File: src/rtl/crypt_pkg.sv
// Shared definitions for the cipher-core arbiter: sequencer states, default
// data width and requester IDs.
package crypt_pkg;

   localparam int unsigned DATA_W = 8;

   localparam logic REQ_ENC = 1'b0;
   localparam logic REQ_DEC = 1'b1;

   typedef enum logic [1:0] {
      IDLE  = 2'd0,
      ISSUE = 2'd1,
      WAIT  = 2'd2,
      RESP  = 2'd3
   } state_t;

endpackage

File: src/rtl/rr_arbiter2.sv
// Two-way round-robin arbiter: combinational winner, registered last grant.
module rr_arbiter2
   import crypt_pkg::*;
(
   input  logic       clk,
   input  logic       rst,
   input  logic [1:0] req,
   input  logic       grant_en,
   output logic [1:0] gnt,
   output logic       gnt_id
);

   logic last_grant;

   // On contention the requester that was not served last time wins.
   always_comb begin
      gnt = 2'b00;
      unique case (req)
         2'b01:   gnt = 2'b01;
         2'b10:   gnt = 2'b10;
         2'b11:   gnt = (last_grant == REQ_DEC) ? 2'b01 : 2'b10;
         default: gnt = 2'b00;
      endcase
      gnt_id = gnt[1];
   end

   always_ff @(posedge clk or posedge rst) begin
      if (rst) begin
         last_grant <= REQ_DEC;
      end else if (grant_en && (gnt != 2'b00)) begin
         last_grant <= gnt_id;
      end
   end

endmodule

File: src/rtl/crypt_core_arbiter.sv
// Round-robin arbiter and sequencer for the shared cipher core: grants one
// requester, launches the core, waits with timeout and returns a tagged response.
module crypt_core_arbiter
   import crypt_pkg::*;
#(
   parameter int unsigned DATA_W  = crypt_pkg::DATA_W,
   parameter int unsigned TIMEOUT = 15
) (
   input  logic              clk,
   input  logic              rst,
   input  logic              req0_valid,
   input  logic [DATA_W-1:0] req0_data,
   output logic              req0_ready,
   input  logic              req1_valid,
   input  logic [DATA_W-1:0] req1_data,
   output logic              req1_ready,
   output logic              core_sel,
   output logic [DATA_W-1:0] core_data,
   output logic              core_start,
   input  logic              core_done,
   input  logic [DATA_W-1:0] core_result,
   output logic              rsp_valid,
   output logic [DATA_W-1:0] rsp_data,
   output logic              rsp_id,
   output logic              rsp_err,
   input  logic              rsp_ready
);

   localparam int unsigned CNT_W = 8;
   localparam logic [CNT_W-1:0] CNT_LAST = CNT_W'(TIMEOUT - 1);

   state_t           state, state_nxt;
   logic [CNT_W-1:0] cnt;
   logic [1:0]       gnt;
   logic             gnt_id;
   logic             idle_ok;
   logic             accept;
   logic             timed_out;

   // Readies only in IDLE and never while reset is held.
   assign idle_ok    = (state == IDLE) && !rst;
   assign req0_ready = idle_ok && gnt[0];
   assign req1_ready = idle_ok && gnt[1];
   assign accept     = (req0_valid && req0_ready) || (req1_valid && req1_ready);
   assign timed_out  = (cnt == CNT_LAST);

   rr_arbiter2 u_arb (
      .clk      (clk),
      .rst      (rst),
      .req      ({req1_valid, req0_valid}),
      .grant_en (accept),
      .gnt      (gnt),
      .gnt_id   (gnt_id)
   );

   always_ff @(posedge clk or posedge rst) begin
      if (rst) begin
         state <= IDLE;
      end else begin
         state <= state_nxt;
      end
   end

   always_comb begin
      state_nxt = state;
      unique case (state)
         IDLE:    if (accept) state_nxt = ISSUE;
         ISSUE:   state_nxt = WAIT;
         WAIT:    if (core_done || timed_out) state_nxt = RESP;
         RESP:    if (rsp_ready) state_nxt = IDLE;
         default: state_nxt = IDLE;
      endcase
   end

   // Datapath and response registers; core_done only matters in WAIT.
   always_ff @(posedge clk or posedge rst) begin
      if (rst) begin
         core_sel   <= 1'b0;
         core_data  <= '0;
         core_start <= 1'b0;
         cnt        <= '0;
         rsp_valid  <= 1'b0;
         rsp_data   <= '0;
         rsp_id     <= 1'b0;
         rsp_err    <= 1'b0;
      end else begin
         core_start <= accept;
         unique case (state)
            IDLE: begin
               if (accept) begin
                  core_sel  <= gnt_id;
                  core_data <= gnt_id ? req1_data : req0_data;
                  rsp_id    <= gnt_id;
               end
            end
            ISSUE: begin
               cnt <= '0;
            end
            WAIT: begin
               if (core_done) begin
                  rsp_data  <= core_result;
                  rsp_err   <= 1'b0;
                  rsp_valid <= 1'b1;
               end else if (timed_out) begin
                  rsp_data  <= '0;
                  rsp_err   <= 1'b1;
                  rsp_valid <= 1'b1;
               end else begin
                  cnt <= cnt + CNT_W'(1);
               end
            end
            RESP: begin
               if (rsp_ready) rsp_valid <= 1'b0;
            end
            default: ;
         endcase
      end
   end

endmodule

File: config.mk
export PLATFORM = sky130hd
export DESIGN_NAME = crypt_core_arbiter
export DESIGN_NICKNAME = d
export VERILOG_FILES = /design/src/rtl/crypt_pkg.sv /design/src/rtl/rr_arbiter2.sv /design/src/rtl/crypt_core_arbiter.sv
export SDC_FILE = /design/constraint.sdc
export NUM_CORES = 1
export LEC_CHECK = 0
export CORE_MARGIN = 4
export CORE_UTILIZATION = 48
export CTS_CLUSTER_DIAMETER = 40
export DETAILED_ROUTE_END_ITERATION = 16
export PLACE_DENSITY = 0.85
export SKIP_CTS_REPAIR_TIMING = 1
export SLEW_MARGIN = 20
export SYNTH_ARGS = -nofsm -noshare
export SYNTH_HDL_FRONTEND = slang
export SYNTH_SLANG_ARGS = --single-unit
File: constraint.sdc
create_clock -name clk -period 3.7 [get_ports clk]
set_input_delay 0.74 -clock clk [delete_from_list [all_inputs] [get_ports clk]]
set_output_delay 0.74 -clock clk [all_outputs]
set_load 0.005 [all_outputs]
---- Yosys cells after proc, flatten, opt, wreduce, memory -nomap -nowiden ----
Index checks and enable logic that the tools add are counted.
storage, ports and cells
  flip-flop bits (word level) ............. 31
  bits of input ports ..................... 30
cells by class
  add/subtract/negate cells ............... 1
  equality and inequality tests ........... 13
  muxes and demuxes ....................... 17
  reductions and logical operators ........ 19
operators with widths
  kind                                                             number
  8-bit two-way mux                                                5
  8-bit case mux with 2 select lines                               1
  2-bit inequality test, second input constant                     5
  3-bit AND reduction                                              3
  8-bit by 1-bit adder with 8-bit output, second input constant    1
  2-bit == test, second input constant                             4
  8-bit by 4-bit == test with 1-bit output, second input constant  1
  2-bit two-way mux                                                4
  2-bit case mux with 4 select lines                               1
  2-bit nonzero test                                               4
  1-bit logical AND                                                6
  2-bit case mux with 3 select lines                               1
  2-bit by 1-bit == test with 1-bit output, second input constant  2
  1-bit two-way mux                                                4
  2-bit AND reduction                                              2
  3-bit inequality test, second input constant                     1
  2-bit logical NOT                                                1
  1-bit logical OR                                                 2
  1-bit case mux with 2 select lines                               1
  1-bit logical NOT                                                1

---- Longest topological paths before layout ----
  word-level depth ........................ 7
  mapped depth ............................ 7

---- By module ----
A second synthesis with hierarchy kept.
unflattened totals
  cell total of the unflattened synthesis .. 143
  area total of the unflattened synthesis .. 1549.0 µm²
by module, submodules not included
  module              times used  cells each  area an instance (µm²)  sequential area each (µm²)
  crypt_core_arbiter  1           135         1481.4                  750.7
  rr_arbiter2         1           8           67.6                    26.3

---- Least setup slack after synthesis ----
Ideal clock, no wire load.
  kind .................................... input port to output port
  start point ............................. input req1_valid
  end point ............................... output req1_ready
  arrival ................................. 1315 ps
  data required time ...................... 2960 ps
  path slack .............................. 1645 ps
  stages on the path ...................... 3
  path buffers ............................ 1
  cells stage by stage .................... a21boi_0 -> buf_2 -> and2_1
between the ends
  cells in the longest elaborated chain, start to end .. 3
  elaborated cells on any way between the ends .. 5
  classes of those cells .................. eq/ne (3); mux (1); reduce/logical (1)
ends and longest elaborated chain
  element                                                                           line                      source
  from (decl)                                                                       crypt_core_arbiter.sv:14  input logic req1_valid,
  2-bit == test / 2-bit by 1-bit == test with 1-bit output (equally long branches)  rr_arbiter2.sv:18         unique case (req)
  2-bit case mux with 3 select lines *                                              rr_arbiter2.sv:18
  1-bit logical AND *                                                               crypt_core_arbiter.sv:43  assign req1_ready = idle_ok && gnt[1];
  to (decl)                                                                         crypt_core_arbiter.sv:16  output logic req1_ready,
Every way passes the cells marked *; elsewhere a longest branch is shown, timed or not.

---- Final worst setup path ----
Ends and elaborated chain as after synthesis.

==> summary.md <==
| Metric | Value |
|---|---|
| Clock Tree Buf Depth | `2` |
| Worst reg2reg setup slack | `roughly 1700 ps` |
| Starting Density | `about half` |
| Most common cell on crit path | `clkdlybuf4s50_1` |
| Clock buffer count from CTS | `5` |
| Sequential element share of the synthesized area | `between 50% and 60%` |
| Highest Clock Rate | `around 330 MHz` |
| Fin Hold WS | `between 400 and 500 ps` |
| Worst-path clk slew | `approximately 90 ps` |
| CTS tree | `done` |
| CTS Sinks | `31` |
| RSZ-0062 raised after global routing | `no` |
| Vias/cell | `5.16` |
| Layout cells sized above 1 | `between 8 and 9%` |
| Buf+Inv Stages, Crit Path | `2` |
| H-tree depth | `2` |
| Ant diodes | `0` |
| Synth Instances | `140` |
| Hold Crit Depth | `2` |
| Core Region | `3030 um2` |
| Initial antenna violation count | `0` |
| Worst Hold Class | `reg2reg` |
| Vias in the first global route | `1,218` |
| Largest net degree at the start of global routing | `32` |
| All-layer global routing usage | `a little under a fifth` |
| GP Congestion | `around 0.8` |
| DP Wirelength | `approximately 2600 um` |
| Die Ht | `about 64 um` |
| R2r endpoint | `state[1]` |
| Worst setup SP type | `primary input` |
| Maximum VDD drop | `about 0.37 mV` |
| Final Cycle Share | `approximately 80%` |
| Worst-margin pin slew | `about 700 ps` |
| Residual DRC count | `0` |
| Fin nets | `232` |
| Clk_lat worst skew | `about 340 ps` |
| Status | `complete, no violations` |
| Synth Area per Inst | `approximately 11 um2` |
| FF-to-FF path depth | `7` |
| Die width | `approximately 64 um` |
| FF-to-FF Start | `state[0]` |
| Slowest library cell on the worst path | `clkdlybuf4s50_1` |
| IO Count | `53` |
| Number of synthesized register bits | `31` |
| Avg WL per Cell | `roughly 14 um` |
| Yosys cell types | `38` |
| Setup tns final | `0 ps` |
| Critical path's top delay family | `buffers and inverters` |
| Worst-path cell chain | `clkdlybuf4s50_1 -> a21boi_0 -> and2_1 -> clkdlybuf4s50_1` |
| PwrDens | `roughly 630 nW/um2` |
| Core Rows | `20` |
| DIE AREA | `4120 um2` |
| Maxcap violations | `0` |
| Clock Tree Root | `clkbuf_4` |
| Iter 0 DRT Violations | `43` |
| Min-delay src | `core_data[7]` |
| Area Overhead vs Synth | `40.5%` |
| Hold Path Sink | `core_data[7]` |
| Max stage delay on crit path | `approximately 550 ps` |
| DRT antenna net count | `0` |
| Setup violators final | `0` |
| Minimum clock period after layout | `approximately 3000 ps` |
| P_leak | `between 0.001 and 0.0015 uW` |
| I/O Buffers | `52` |
| Synthesized Nets | `around 180` |
| Router iterations before antenna repair | `4` |
| Final Slew Violations | `0` |
| Most frequent cells in the layout | `clkdlybuf4s50_1, dfrtp_1, nand2_1, mux2i_1, o21ai_0` |
| Crit. End Element | `output port` |
| Global route overflow | `0` |
| Post-Syn Area | `between 1500 and 2000 um2` |
| Critical path fanouts, max | `3` |
| First-pass GRT wire length | `5650 um` |
| Worst Path Required | `2960 ps` |
| Critical path arrival | `between 2000 and 2500 ps` |
| Hold Vio Cnt, Final | `0` |
| Routed WL | `approximately 3400 um` |
| Commonest non-fill, non-tap cell in the layout | `clkdlybuf4s50_1` |
| Slew HR | `around 53%` |
| Crit Path Category | `in2out` |
| Via Count | `between 1,000 and 1,500` |
| Yosys synthesis warning count | `0` |
| Layout Skew | `18.0 ps` |
[state kept, by name (all words and copies together) (netlist names)]
name,count
core_start,1
core_data,8
rsp_valid,1
cnt,8
rsp_data,8
u_arb.last_grant,1
rsp_err,1
rsp_id,1
state,2
[synth_stat cells]
library cell / count / area share (%)
ha_1: 7 / 5.8
buf_6: 1 / 0.74
mux2_2: 2 / 1.5
nand2b_1: 1 / 0.41
a211o_1: 1 / 0.58
and3_1: 1 / 0.41
a21oi_1: 5 / 1.7
a21boi_0: 1 / 0.50
o21ai_0: 11 / 3.6
nand4_1: 2 / 0.83
and2_1: 2 / 0.83
a22o_1: 8 / 4.6
or3_1: 2 / 0.83
o2bb2ai_1: 1 / 0.58
xnor2_1: 2 / 1.2
a2bb2oi_1: 1 / 0.58
buf_2: 2 / 0.66
xor2_1: 1 / 0.58
mux2i_1: 10 / 6.6
a211oi_2: 1 / 0.83
o211a_1: 1 / 0.66
nand3_1: 3 / 0.99
clkbuf_1: 3 / 0.74
buf_4: 1 / 0.50
and2b_2: 1 / 0.58
o21ai_1: 1 / 0.33
nand2_1: 15 / 3.7
and3_2: 1 / 0.50
nand4b_1: 1 / 0.58
a22o_2: 1 / 0.66
dfrtp_1: 30 / 50
nor3b_1: 1 / 0.50
and4b_1: 1 / 0.66
nor2b_1: 2 / 0.83
nor2_1: 5 / 1.2
a21o_1: 2 / 0.99
inv_1: 8 / 2.0
dfstp_2: 1 / 1.7
[stage by stage]
step           total power (uW)  util [%]  instance area (um2)  worst slack [ps]  cells
6_report                   1350      70.3                 2130               711    239
5_1_grt                    1460      70.3                 2130               672    239
4_1_cts                    1370      70.3                 2130               711    239
3_5_place_dp               1160      68.5                 2070               758    232
3_3_place_gp               1130      68.5                 2070               821    232
2_1_floorplan               858         -                 1520              1650    140
[layer usage]
| metal | share of wire [%] | wire, um | track usage (%) |
|---|---|---|---|
| met1 | 41 | 1390 | 20.5 |
| met3 | 3.2 | 109 | 5.62 |
| met4 | 2.7 | 93 | 8.97 |
| met2 | 53 | 1820 | 30.8 |
| met5 | 0 | 0 | 0 |
[worst max path at each step]
stage	end	from	depth (start not counted)
2_1_floorplan	req1_ready	req1_valid	3
3_3_place_gp	req1_ready	req1_valid	4
3_5_place_dp	req1_ready	req1_valid	4
4_1_cts	req1_ready	req1_valid	4
5_1_grt	req1_ready	req1_valid	4
6_report	req1_ready	req1_valid	4
[worst register-to-register path: stages (launching register included)]
cell and delay [ps]:
dfrtp_1 420, inv_1 120, ha_1 230, nor2b_1 230, o21ai_1 90, buf_4 200, a211oi_2 280, mux2_2 360
[logic make-up after synthesis]
family / after synthesis / share of synthesized area, %
AO/OA/AOI/OAI: 34 / 15.6
XOR/XNOR: 3 / 1.73
adder cells (fa/ha/maj): 7 / 5.78
buffers and inverters: 15 / 4.62
flip-flops: 31 / 51.3
multiplexers: 12 / 8.09
AND/OR/NAND/NOR: 38 / 12.9
[cell type report]
cell class                 count  area [um2]
timing repair buffer          55         543
clock inverter                 1        5.00
inverter                       8        30.0
sequential                    31         777
clock buffer                   6        51.3
tap                           44        55.1
multi-input combinational     94         668
fill                         235         898
[power breakdown]
part | internal, uW | switching, uW | total, uW
sequential | 465 | 81.8 | 547
combinational | 356 | 244 | 599
clock | 87.9 | 115 | 203
No activity file was read; power rests on OpenSTA's default activity.
